$ cat src/rtl/tt_sweep_pkg.sv
// +----------------------------------------------------------------------------+
// | tt_sweep_pkg : shared types and constants for the truth-table sweeper       |
// | Rev 1.0                                                                     |
// +----------------------------------------------------------------------------+
`default_nettype none

package tt_sweep_pkg;

  typedef enum logic [1:0] {
    ST_IDLE   = 2'd0,
    ST_SETTLE = 2'd1,
    ST_SAMPLE = 2'd2,
    ST_DONE   = 2'd3
  } state_t;

  localparam int unsigned TT_SETTLE_MIN = 1;

endpackage

`default_nettype wire

$ cat src/rtl/tt_settle_timer.sv
// +----------------------------------------------------------------------------+
// | tt_settle_timer : SETTLE-cycle down-counter with load and expire            |
// | Rev 1.0                                                                     |
// +----------------------------------------------------------------------------+
`default_nettype none

module tt_settle_timer #(
  parameter int unsigned SETTLE = 1
) (
  input  logic i_clk,
  input  logic i_rst,
  input  logic i_load,
  input  logic i_en,
  output logic o_expire
);

  localparam int unsigned CW = (SETTLE > 1) ? $clog2(SETTLE) : 1;
  localparam logic [CW-1:0] LOAD_VAL = CW'(SETTLE - 1);

  logic [CW-1:0] cnt_q;
  logic [CW-1:0] cnt_d;

  always_comb begin
    cnt_d = cnt_q;
    if (i_load) begin
      cnt_d = LOAD_VAL;
    end else if (i_en && (cnt_q != '0)) begin
      cnt_d = cnt_q - CW'(1);
    end
  end

  always_ff @(posedge i_clk) begin
    if (i_rst) begin
      cnt_q <= '0;
    end else begin
      cnt_q <= cnt_d;
    end
  end

  assign o_expire = (cnt_q == '0);

endmodule

`default_nettype wire

$ cat src/rtl/tt_sweep.sv
// +----------------------------------------------------------------------------+
// | tt_sweep : drives every input vector into a gate and checks its response    |
// | Rev 1.0                                                                     |
// +----------------------------------------------------------------------------+
`default_nettype none

module tt_sweep
  import tt_sweep_pkg::*;
#(
  parameter int unsigned N_IN   = 2,
  parameter int unsigned SETTLE = 1
) (
  input  logic                 i_clk,
  input  logic                 i_rst,
  input  logic                 i_start,
  input  logic [2**N_IN-1:0]   i_expected,
  output logic [N_IN-1:0]      o_stim,
  input  logic                 i_resp,
  output logic                 o_busy,
  output logic                 o_done,
  output logic                 o_pass,
  output logic [N_IN:0]        o_fail_cnt,
  output logic [N_IN-1:0]      o_fail_idx,
  output logic [2**N_IN-1:0]   o_observed
);

  localparam int unsigned       N_VEC      = 2**N_IN;
  localparam int unsigned       SETTLE_EFF = (SETTLE < TT_SETTLE_MIN) ? TT_SETTLE_MIN : SETTLE;
  localparam logic [N_IN-1:0]   IDX_LAST   = N_IN'(N_VEC - 1);

  state_t              state_q, state_d;
  logic [N_IN-1:0]     idx_q, idx_d;
  logic [N_VEC-1:0]    exp_q, exp_d;
  logic [N_VEC-1:0]    obs_q, obs_d;
  logic [N_IN:0]       fail_cnt_q, fail_cnt_d;
  logic [N_IN-1:0]     fail_idx_q, fail_idx_d;
  logic                pass_q, pass_d;

  logic w_timer_load;
  logic w_timer_en;
  logic w_timer_expire;

  tt_settle_timer #(
    .SETTLE (SETTLE_EFF)
  ) u_timer (
    .i_clk    (i_clk),
    .i_rst    (i_rst),
    .i_load   (w_timer_load),
    .i_en     (w_timer_en),
    .o_expire (w_timer_expire)
  );

  always_comb begin
    state_d      = state_q;
    idx_d        = idx_q;
    exp_d        = exp_q;
    obs_d        = obs_q;
    fail_cnt_d   = fail_cnt_q;
    fail_idx_d   = fail_idx_q;
    pass_d       = pass_q;
    w_timer_load = 1'b0;
    w_timer_en   = 1'b0;

    case (state_q)
      ST_IDLE: begin
        if (i_start) begin
          exp_d        = i_expected;
          obs_d        = '0;
          fail_cnt_d   = '0;
          fail_idx_d   = '0;
          pass_d       = 1'b0;
          idx_d        = '0;
          w_timer_load = 1'b1;
          state_d      = ST_SETTLE;
        end
      end
      ST_SETTLE: begin
        if (w_timer_expire) begin
          state_d = ST_SAMPLE;
        end else begin
          w_timer_en = 1'b1;
        end
      end
      ST_SAMPLE: begin
        obs_d[idx_q] = i_resp;
        if (i_resp != exp_q[idx_q]) begin
          fail_cnt_d = fail_cnt_q + (N_IN+1)'(1);
          // Only the first mismatch records its index
          if (fail_cnt_q == '0) begin
            fail_idx_d = idx_q;
          end
        end
        if (idx_q == IDX_LAST) begin
          pass_d  = (fail_cnt_d == '0);
          state_d = ST_DONE;
        end else begin
          idx_d        = idx_q + N_IN'(1);
          w_timer_load = 1'b1;
          state_d      = ST_SETTLE;
        end
      end
      ST_DONE: begin
        state_d = ST_IDLE;
      end
      default: begin
        state_d = ST_IDLE;
      end
    endcase
  end

  always_ff @(posedge i_clk) begin
    if (i_rst) begin
      state_q    <= ST_IDLE;
      idx_q      <= '0;
      exp_q      <= '0;
      obs_q      <= '0;
      fail_cnt_q <= '0;
      fail_idx_q <= '0;
      pass_q     <= 1'b0;
    end else begin
      state_q    <= state_d;
      idx_q      <= idx_d;
      exp_q      <= exp_d;
      obs_q      <= obs_d;
      fail_cnt_q <= fail_cnt_d;
      fail_idx_q <= fail_idx_d;
      pass_q     <= pass_d;
    end
  end

  assign o_stim     = (state_q == ST_IDLE) ? '0 : idx_q;
  assign o_busy     = (state_q != ST_IDLE);
  assign o_done     = (state_q == ST_DONE);
  assign o_pass     = pass_q;
  assign o_fail_cnt = fail_cnt_q;
  assign o_fail_idx = fail_idx_q;
  assign o_observed = obs_q;

endmodule

`default_nettype wire

$ cat config.mk
export PLATFORM = sky130hd
export DESIGN_NAME = tt_sweep
export DESIGN_NICKNAME = d
export VERILOG_FILES = /design/src/rtl/tt_sweep_pkg.sv /design/src/rtl/tt_settle_timer.sv /design/src/rtl/tt_sweep.sv
export SDC_FILE = /design/constraint.sdc
export NUM_CORES = 1
export LEC_CHECK = 0
export CAP_MARGIN = 20
export CORE_ASPECT_RATIO = 0.75
export CORE_MARGIN = 5
export CORE_UTILIZATION = 44
export CTS_BUF_LIST = sky130_fd_sc_hd__clkbuf_16
export DETAILED_ROUTE_END_ITERATION = 10
export PLACE_DENSITY = 0.76
export SLEW_MARGIN = 20
export SYNTH_ARGS = -nofsm -noshare
export SYNTH_HDL_FRONTEND = slang
export SYNTH_HIERARCHICAL = 1
export SYNTH_SLANG_ARGS = --single-unit
$ cat constraint.sdc
create_clock -name i_clk -period 1.7 [get_ports i_clk]
set_clock_uncertainty 0.15 [all_clocks]
set_input_delay 0.255 -clock i_clk [delete_from_list [all_inputs] [get_ports i_clk]]
set_output_delay 0.255 -clock i_clk [all_outputs]
set_load 0.02 [all_outputs]
==> results by group, run 1 <==
Clock network
  • Hold_buf cts: 0
  • H-Tree Depth: 1
  • TritonCTS clock tree: done
  • TritonCTS Sinks: 19
  • Total CTS buffers: 3
  • Skew-Pair Late Insertion Delay: 0.25 ns
  • Clock Tree Root: clkbuf_16
  • CTS Buffer Depth: 2
  • Worst-path clk slew: 0.06 ns

Placement
  • Placed cell area: 0.00129 mm²
  • Final HPWL DP: 1820 µm
  • Port bufs: 21
  • GPL Wtd Cong: 0.905

Logic synthesis
  • Syn_nets: 126
  • Synth top area share: 0.388
  • Yosys cell types: 32
  • #FFs+latches synth: 19
  • Post-synthesis instance total: 112
  • Avg Inst Size Synth: 8.76 µm²
  • Seq/Total Area, Yosys: 0.388
  • EDFF count, synth: 0
  • Post-Syn Area: 981 µm²
  • Prevailing post-synth register cell: dfxtp_1
  • Synth top area cells: dfxtp_1 39%, ha_1 7.7%, a21oi_1 5.6%
  • Async set-or-reset flop fraction in the synthesized netlist: 0
  • Cell taking the most area after synthesis: dfxtp_1
  • Synth warn: 6

Global route
  • First-pass GRT wire length: 3910 µm
  • Pin count of the biggest net entering global routing: 13
  • Vias in the first global route: 903
  • GR Util All Layers: 0.154
  • Grt ovf: 0
  • Antenna violations before repair: 0

Critical path
  • Max incr delay on CP: 0.58 ns
  • Cell family contributing the most delay on the critical path: multiplexers
  • CP max FO: 7
  • Buf+Inv Stages, Crit Path: 0
  • CP Class: flip-flop to flip-flop
  • Crit-path slowest cell: mux4_2
  • Critical Path AT: 1.78 ns
  • CP Cell Sequence: mux4_2, xnor2_4, mux2i_1, o31ai_2
  • Setup crit end kind: flip-flop
  • Req. time, crit path: 1.69 ns
  • Worst Setup Start Kind: flip-flop

Layout
  • Layout overhead on the synthesized area: 43.9%
  • Share of layout cells above drive strength 1: 0.193
  • Most frequent cells in the layout: 18 x dfxtp_1, 16 x clkdlybuf4s50_1, 13 x nand2_1, 13 x buf_4
  • Util after Layout: 0.683
  • # diodes: 0
  • # nets final: 160
  • Post-layout instance area: 0.00141 mm²
  • Commonest non-fill, non-tap cell in the layout: dfxtp_1

Die
  • Initial Util: 0.475
  • Die Y: 50.9 µm
  • Io pins: 22
  • Die span in x: 64.5 µm
  • Site Rows: 14
  • CORE AREA: 0.00207 mm²
  • Die area: 0.00328 mm²

Pwr
  • Peak VDD IR: 494 µV
  • Pwr Total: 1.13 mW
  • Pwr/cell area: 801 mW/mm²
  • LEAKAGE: 0.573 nW

Run status
  • Failing checks: setup timing
  • Outcome: finished, violations left

Routing
  • Vias: 937
  • Antenna-violating nets left: 0
  • Drt pass-1 iters: 6
  • Via density per instance: 5.54
  • Drt first-iter violations: 67
  • Post-Route WL: 2610 µm
  • Average wire per cell in the routed design: 15.4 µm
  • DRC Markers: 0

Timing
  • Setup violators final: 5
  • Final period utilization: 1.06
  • RSZ-0062 raised after global routing: true
  • Relative slew slack: 0.668
  • Slew Limit Fails: 0
  • Final hold violation count: 0
  • Final setup margin: -0.0936 ns
  • Highest clock rate: 0.558 GHz
  • Clock period minus final worst setup slack: 1.79 ns
  • Slew @ Worst Pin: 0.496 ns

Min path
  • Hold Crit Class: flip-flop to flip-flop

Job
  • Max-Cap Viols: 0
==> final cells by class <==
cell class                      instances  area (µm²)
Fill cell                             172         656
Multi-Input combinational cell         78         573
Sequential cell                        19         382
Timing Repair Buffer                   35         313
Clock buffer                            3        75.1
Inverter                                9        33.8
Tap cell                               24        30.0
Clock inverter                          1        5.00
==> sequential cells by signal, summed over array words and instances, names as in the netlist <==
signal	cells
exp_q	4
o_pass	1
o_fail_cnt	3
state_q	2
o_observed	4
idx_q	2
o_fail_idx	2
u_timer/cnt_q	1
==> path summary, 6_finish.rpt <==
| path | from | to | slack [ns] | cells past startpoint |
|---|---|---|---|---|
| setup reg to reg | idx_q[0] | o_pass | -0.09 | 4 |
| hold reg to reg | exp_q[2] | exp_q[2] | 0.31 | 2 |
| hold / removal | exp_q[2] | exp_q[2] | 0.31 | 2 |
| setup / recovery | idx_q[0] | o_pass | -0.09 | 4 |
==> tightest hold or removal path, cell delays in order, from the launching register on <==
cell,delay [ns]
dfxtp_1,0.30
nand2_1,0.05
a21oi_1,0.06
==> through the flow <==
stage	setup TNS [ns]	setup WS (ns)	std cells	hold WS, ns
3_3_place_gp	-0.0614	-0.0226	164	0.298
3_5_place_dp	-0.207	-0.0890	164	0.302
4_1_cts	-0.139	-0.0833	168	0.310
2_1_floorplan	-0.0471	-0.0471	112	0.179
5_1_grt	-0.677	-0.156	169	0.332
6_report	-0.275	-0.0936	169	0.309
==> power by group <==
group	switching, mW	internal [mW]
logic	0.0980	0.0849
clock network	0.167	0.315
registers	0.00755	0.458
total	0.272	0.858
==> synthesized netlist by cell type (3+ instances only) <==
cell type	n
nand3_1	5
nand2_1	13
nor2_1	11
a32oi_1	3
inv_1	9
ha_1	6
nor3_1	3
clkbuf_1	4
a21oi_1	11
dfxtp_1	19
==> per-layer routing <==
layer / global-route usage / up-vias / wire length, µm
met4: 0.0807 / 0 / 35
li1: - / 458 / -
met3: 0.0526 / 4 / 174
met2: 0.259 / 35 / 1270
met1: 0.175 / 440 / 1120
met5: 0 / - / 0
==> timing repair <==
item                                    CTS  global route
resized for setup                         9             5
pin swaps                                 1             0
endpoints found under the setup margin   11             7
buffers inserted                          0             1
==> cell families (layout without fill, tap and decap cells) <==
group | count (synthesis) | after routing | synth area share
AO/OA/AOI/OAI | 24 | 24 | 0.165
XOR/XNOR | 3 | 3 | 0.0459
adder cells (fa/ha/maj) | 6 | 6 | 0.0765
buffers and inverters | 15 | 48 | 0.0663
flip-flops | 19 | 19 | 0.388
multiplexers | 2 | 2 | 0.0332
AND/OR/NAND/NOR | 43 | 43 | 0.226
Note: power is estimated with default switching activity, not from simulation.
==> run 2: changes to the inputs <==
--- a/config.mk
+++ b/config.mk
@@ -8,10 +8,12 @@
 export CAP_MARGIN = 20
 export CORE_ASPECT_RATIO = 0.75
 export CORE_MARGIN = 5
-export CORE_UTILIZATION = 44
+export CORE_UTILIZATION = 48
 export CTS_BUF_LIST = sky130_fd_sc_hd__clkbuf_16
+export CTS_CLUSTER_SIZE = 25
 export DETAILED_ROUTE_END_ITERATION = 10
-export PLACE_DENSITY = 0.76
+export PLACE_DENSITY = 0.79
+export SETUP_SLACK_MARGIN = 0.3
 export SLEW_MARGIN = 20
 export SYNTH_ARGS = -nofsm -noshare
 export SYNTH_HDL_FRONTEND = slang
==> constraint.sdc (replaced) <==
create_clock -name i_clk -period 1.75 [get_ports i_clk]
set_clock_uncertainty 0.15 [all_clocks]
set_input_delay 0.2625 -clock i_clk [delete_from_list [all_inputs] [get_ports i_clk]]
set_output_delay 0.2625 -clock i_clk [all_outputs]
set_load 0.02 [all_outputs]
==> results by group, run 2 (synthesis results as in run 1) <==
Critical path
  • Max incr delay on CP: 0.57 ns
  • FF-to-FF Start: idx_q[0]
  • Worst Setup Start Kind: flip-flop
  • Crit-path slowest cell: mux4_2
  • Setup crit end kind: flip-flop
  • CP max FO: 7
  • Setup crit start: idx_q[0]
  • CP Cell Sequence: mux4_2, xnor2_4, mux2i_1, o31ai_2
  • Critical Path AT: 1.79 ns
  • Req. time, crit path: 1.74 ns
  • CP Class: flip-flop to flip-flop

Clock network
  • CTS Buffer Depth: 2
  • Total CTS buffers: 3
  • TritonCTS Sinks: 19
  • H-Tree Depth: 1
  • Skew-Pair Late Insertion Delay: 0.25 ns
  • Worst-path clk slew: 0.06 ns
  • Hold_buf cts: 0
  • TritonCTS clock tree: done
  • Clock Tree Root: clkbuf_16

Pwr
  • Pwr/cell area: 732 mW/mm²
  • Total internal power: 0.847 mW
  • Clk pwr share: 0.420
  • Flop pwr share: 0.399
  • Switching share of power: 0.256
  • Psw: 0.292 mW
  • LEAKAGE: 0.656 nW
  • Logic pwr share: 0.181
  • Peak VDD IR: 638 µV

Timing
  • Slew Limit Fails: 0
  • Setup violators final: 3
  • Relative slew slack: 0.763
  • Setup_tns: -0.122 ns
  • Final hold violation count: 0
  • Highest clock rate: 0.555 GHz
  • Hold WS: 0.316 ns
  • RSZ-0062 raised after global routing: true
  • Final period utilization: 1.03
  • Slew @ Worst Pin: 0.352 ns
  • Final setup margin: -0.0517 ns
  • Clock period minus final worst setup slack: 1.80 ns

Layout
  • # nets final: 164
  • Share of layout cells above drive strength 1: 0.376
  • # diodes: 0
  • Commonest non-fill, non-tap cell in the layout: dfxtp_1
  • Layout overhead on the synthesized area: 58.7%
  • Post-layout instance area: 0.00156 mm²
  • Most frequent cells in the layout: 15 x dfxtp_1, 11 x buf_4, 10 x nand2_1, 9 x dlygate4sd2_1

Routing
  • Drt first-iter violations: 32
  • Drt pass-1 iters: 4
  • Vias: 1018
  • Post-Route WL: 3030 µm
  • Via density per instance: 5.88
  • Antenna-violating nets left: 0
  • DRC Markers: 0
  • Average wire per cell in the routed design: 17.5 µm

Die
  • Site Rows: 14
  • Io pins: 22
  • Die Y: 49.2 µm
  • Initial Util: 0.496
  • Die area: 0.00306 mm²
  • CORE AREA: 0.00198 mm²
  • Die span in x: 62.2 µm

Global route
  • Antenna violations before repair: 0
  • Grt ovf: 0
  • First-pass GRT wire length: 4290 µm
  • Pin count of the biggest net entering global routing: 13
  • GR Util All Layers: 0.172
  • Vias in the first global route: 968

Run status
  • Outcome: finished, violations left
  • Failing checks: setup timing

Min path
  • Hold Startpoint: exp_q[1]
  • Hold Crit Class: flip-flop to flip-flop

Placement
  • Final HPWL DP: 1780 µm
  • Port bufs: 21
  • Placed cell area: 0.00127 mm²
  • GPL Wtd Cong: 0.843

Job
  • Max-Cap Viols: 0
-- run 2: per-stage QoR --
stage / instances / utilization / power, mW / setup WS [ns]
after CTS: 167 / 0.707 / 1.10 / -0.0254
after floorplan: 112 / - / 0.555 / 0.00315
after global placement: 162 / 0.643 / 0.610 / 0.0132
final: 173 / 0.786 / 1.14 / -0.0517
after global routing: 173 / 0.786 / 1.18 / -0.147
after detailed placement: 162 / 0.643 / 0.616 / -0.0532
-- run 2: final timing paths --
check                                end  slack (ns)  cells after the start
worst max register to register    o_pass       -0.05                      4
worst min register to register  exp_q[1]        0.32                      2
worst max-delay path              o_pass       -0.05                      4
worst min-delay path            exp_q[1]        0.32                      2
-- run 2: repair_timing --
action                                  CTS  global route
endpoints found under the setup margin   26            18
buffers inserted                          1             6
pin swaps                                 7            20
resized for setup                        40            34
gates cloned                              0             0
-- run 2: power groups by stage --
stage	clock network, mW	registers [mW]	logic (mW)
5_1_grt	0.503	0.455	0.222
2_1_floorplan	0	0.460	0.0949
3_3_place_gp	0	0.460	0.149
6_report	0.478	0.454	0.207
4_1_cts	0.480	0.451	0.164
3_5_place_dp	0	0.461	0.154
-- run 2: cell type report --
class                      instances  area, µm²
multi-input combinational         78        667
fill                             133        423
sequential                        19        388
timing repair buffer              39        350
clock buffer                       3       75.1
inverter                           9       38.8
tap                               24       30.0
clock inverter                     1       7.51
-- run 2: critical path: cells and delay by family (launching register included) --
family / cells / cell delay (ns)
XOR/XNOR: 1 / 0.27
flip-flops: 1 / 0.34
AO/OA/AOI/OAI: 1 / 0.08
multiplexers: 2 / 0.85
-- run 2: metal layers --
layer / global-route usage / routed length [µm] / share of wire
met2: 0.297 / 1450 / 0.48
met1: 0.192 / 1200 / 0.40
met5: 0 / 0 / 0
met3: 0.0714 / 277 / 0.092
met4: 0.0542 / 95 / 0.031
==> run 3: changes to the inputs <==
--- a/config.mk
+++ b/config.mk
@@ -5,14 +5,15 @@
 export SDC_FILE = /design/constraint.sdc
 export NUM_CORES = 1
 export LEC_CHECK = 0
+export ABC_AREA = 1
 export CAP_MARGIN = 20
 export CORE_ASPECT_RATIO = 0.75
 export CORE_MARGIN = 5
-export CORE_UTILIZATION = 48
+export CORE_UTILIZATION = 49
 export CTS_BUF_LIST = sky130_fd_sc_hd__clkbuf_16
 export CTS_CLUSTER_SIZE = 25
 export DETAILED_ROUTE_END_ITERATION = 10
-export PLACE_DENSITY = 0.79
+export PLACE_DENSITY = 0.8
 export SETUP_SLACK_MARGIN = 0.3
 export SLEW_MARGIN = 20
 export SYNTH_ARGS = -nofsm -noshare
==> results by group, run 3 <==
Critical path
  • Setup crit end kind: flip-flop
  • Cell family contributing the most delay on the critical path: simple AND/OR/NAND/NOR gates
  • Worst Setup Start Kind: flip-flop
  • CP most frequent cell: nand2_4
  • CP max FO: 5
  • CP Class: flip-flop to flip-flop
  • Buf+Inv Stages, Crit Path: 1
  • Crit-path slowest cell: dfxtp_4
  • CP Cell Sequence: buf_6, nand2_4, nand3_4, nand2_4, nand2_4, nand2_4, nand2_1, nand2_1, nand3_1, a21oi_1
  • Critical Path AT: 1.55 ns
  • Max incr delay on CP: 0.35 ns
  • Req. time, crit path: 1.78 ns

Logic synthesis
  • Cell taking the most area after synthesis: dfxtp_1
  • Post-synthesis instance total: 139
  • Post-Syn Area: 0.00102 mm²
  • Prevailing post-synth register cell: dfxtp_1
  • Async set-or-reset flop fraction in the synthesized netlist: 0
  • #FFs+latches synth: 19
  • Syn_nets: 153
  • Count leader, synth: nand2_1
  • EDFF count, synth: 0
  • Seq/Total Area, Yosys: 0.373
  • Yosys cell types: 24
  • Synth top area share: 0.373
  • Commonest cells in the synthesized netlist: 25 x nand2_1, 22 x nor2_1, 19 x dfxtp_1
  • Avg Inst Size Synth: 7.33 µm²
  • Synth warn: 6
  • Synth top area cells: dfxtp_1 37%, nand2_1 9.2%, nor2_1 8.1%

Die
  • CORE AREA: 0.00200 mm²
  • Initial Util: 0.510
  • Die Y: 49.5 µm
  • Site Rows: 14
  • Io pins: 22
  • Die area: 0.00310 mm²
  • Die span in x: 62.6 µm

Placement
  • Setup Slack @ Placement: 0.0400 ns
  • GPL Wtd Cong: 0.813
  • Final HPWL DP: 1920 µm
  • Port bufs: 21

Clock network
  • Worst-path clk slew: 0.05 ns
  • Skew-Pair Late Insertion Delay: 0.26 ns
  • CTS Buffer Depth: 2
  • TritonCTS clock tree: done
  • TritonCTS Sinks: 19
  • Clock Tree Root: clkbuf_16
  • H-Tree Depth: 1
  • Total CTS buffers: 3

Global route
  • First-pass GRT wire length: 4640 µm
  • Grt ovf: 0
  • GR Util All Layers: 0.188
  • Pin count of the biggest net entering global routing: 14
  • Antenna violations before repair: 0
  • Vias in the first global route: 1037

Routing
  • Antenna-violating nets left: 0
  • Drt pass-1 iters: 4
  • Post-Route WL: 2900 µm
  • Via density per instance: 5.40
  • Drt first-iter violations: 52
  • Vias: 1064
  • Average wire per cell in the routed design: 14.7 µm
  • DRC Markers: 0

Timing
  • Slew @ Worst Pin: 0.278 ns
  • Setup violators final: 0
  • Final period utilization: 0.868
  • Slew Limit Fails: 0
  • Clock period minus final worst setup slack: 1.52 ns
  • Highest clock rate: 0.658 GHz
  • Relative slew slack: 0.814
  • Setup_tns: 0 ns
  • RSZ-0062 raised after global routing: true
  • Final hold violation count: 0
  • Final setup margin: 0.231 ns

Pwr
  • Pwr/cell area: 788 mW/mm²
  • Peak VDD IR: 850 µV
  • LEAKAGE: 0.702 nW

Job
  • Max-Cap Viols: 0

Layout
  • Util after Layout: 0.753
  • Share of layout cells above drive strength 1: 0.295
  • Most frequent cells in the layout: 20 x nand2_1, 17 x inv_1, 16 x nor2_1, 15 x dfxtp_1, 11 x buf_4
  • # diodes: 0
  • Commonest non-fill, non-tap cell in the layout: nand2_1
  • # nets final: 188
  • Layout overhead on the synthesized area: 47.7%
  • Fillcell total: 166

Run status
  • Outcome: completed

Min path
  • Hold Crit Class: flip-flop to flip-flop
-- run 3: cell count changes after synthesis, sizes merged, moves of 3 or more --
cell / before / now
nand2: 13 / 30
nor2: 11 / 22
inv: 9 / 19
nand3: 5 / 14
o21ai: 2 / 6
a32oi: 3 / 0
clkbuf: 4 / 1
nor3: 3 / 0
nor3b: 3 / 0
-- run 3: cells by family after synthesis --
family / Yosys count / synth area share
buffers and inverters: 22 / 0.0860
XOR/XNOR: 1 / 0.00860
adder cells (fa/ha/maj): 6 / 0.0737
AO/OA/AOI/OAI: 21 / 0.124
AND/OR/NAND/NOR: 70 / 0.334
flip-flops: 19 / 0.373
-- run 3: timing repair --
item	4_1_cts	5_1_grt
gates resized for setup	39	20
hold buffers	0	0
setup endpoints to repair	22	16
endpoints found under the hold margin	0	0
pin swaps	8	3
buffers inserted	2	2
cloned	0	0
-- run 3: power breakdown --
group          switching, mW  leakage [nW]  internal [mW]
logic                  0.139         0.504         0.0936
clock network          0.173        0.0409          0.307
registers             0.0198         0.157          0.452
total                  0.332         0.702          0.853
-- run 3: cell type report --
class / count / area, µm² / area share
clock buffer: 3 / 75.1 / 0.0499
clock inverter: 1 / 5.00 / 0.00333
inverter: 19 / 73.8 / 0.0491
multi-input combinational: 98 / 648 / 0.431
sequential: 19 / 390 / 0.260
tap: 24 / 30.0 / 0.0200
timing repair buffer: 33 / 282 / 0.187
-- run 3: through the flow --
stage / cells / instance area, µm² / total power [mW] / hold slack (ns)
after detailed placement: 189 / 1300 / 0.672 / 0.290
after global placement: 189 / 1300 / 0.667 / 0.281
after CTS: 195 / 1440 / 1.17 / 0.298
final: 197 / 1500 / 1.18 / 0.294
after floorplan: 139 / 1020 / 0.598 / 0.191
after global routing: 197 / 1500 / 1.24 / 0.331
-- run 3: path summary, 6_finish.rpt --
kind | start | endpoint | slack (ns) | cells after the start
setup reg to reg | idx_q[0] | o_pass | 0.23 | 10
hold / removal | u_timer/cnt_q | u_timer/cnt_q | 0.29 | 2
hold reg to reg | u_timer/cnt_q | u_timer/cnt_q | 0.29 | 2
setup / recovery | idx_q[0] | o_pass | 0.23 | 10
-- run 3: worst reg2reg max path, delay by kind of cell, from the launching register on --
family | cells | cell delay [ns]
flip-flops | 1 | 0.35
AND/OR/NAND/NOR | 8 | 0.67
buffers and inverters | 1 | 0.14
AO/OA/AOI/OAI | 1 | 0.13
-- run 3: layer usage --
metal / vias to the layer above / wire (µm) / track usage
li1: 522 / - / -
met1: 499 / 1230 / 0.216
met2: 37 / 1450 / 0.321
met3: 6 / 163 / 0.0568
met4: 0 / 48 / 0.0848
met5: - / 0 / 0
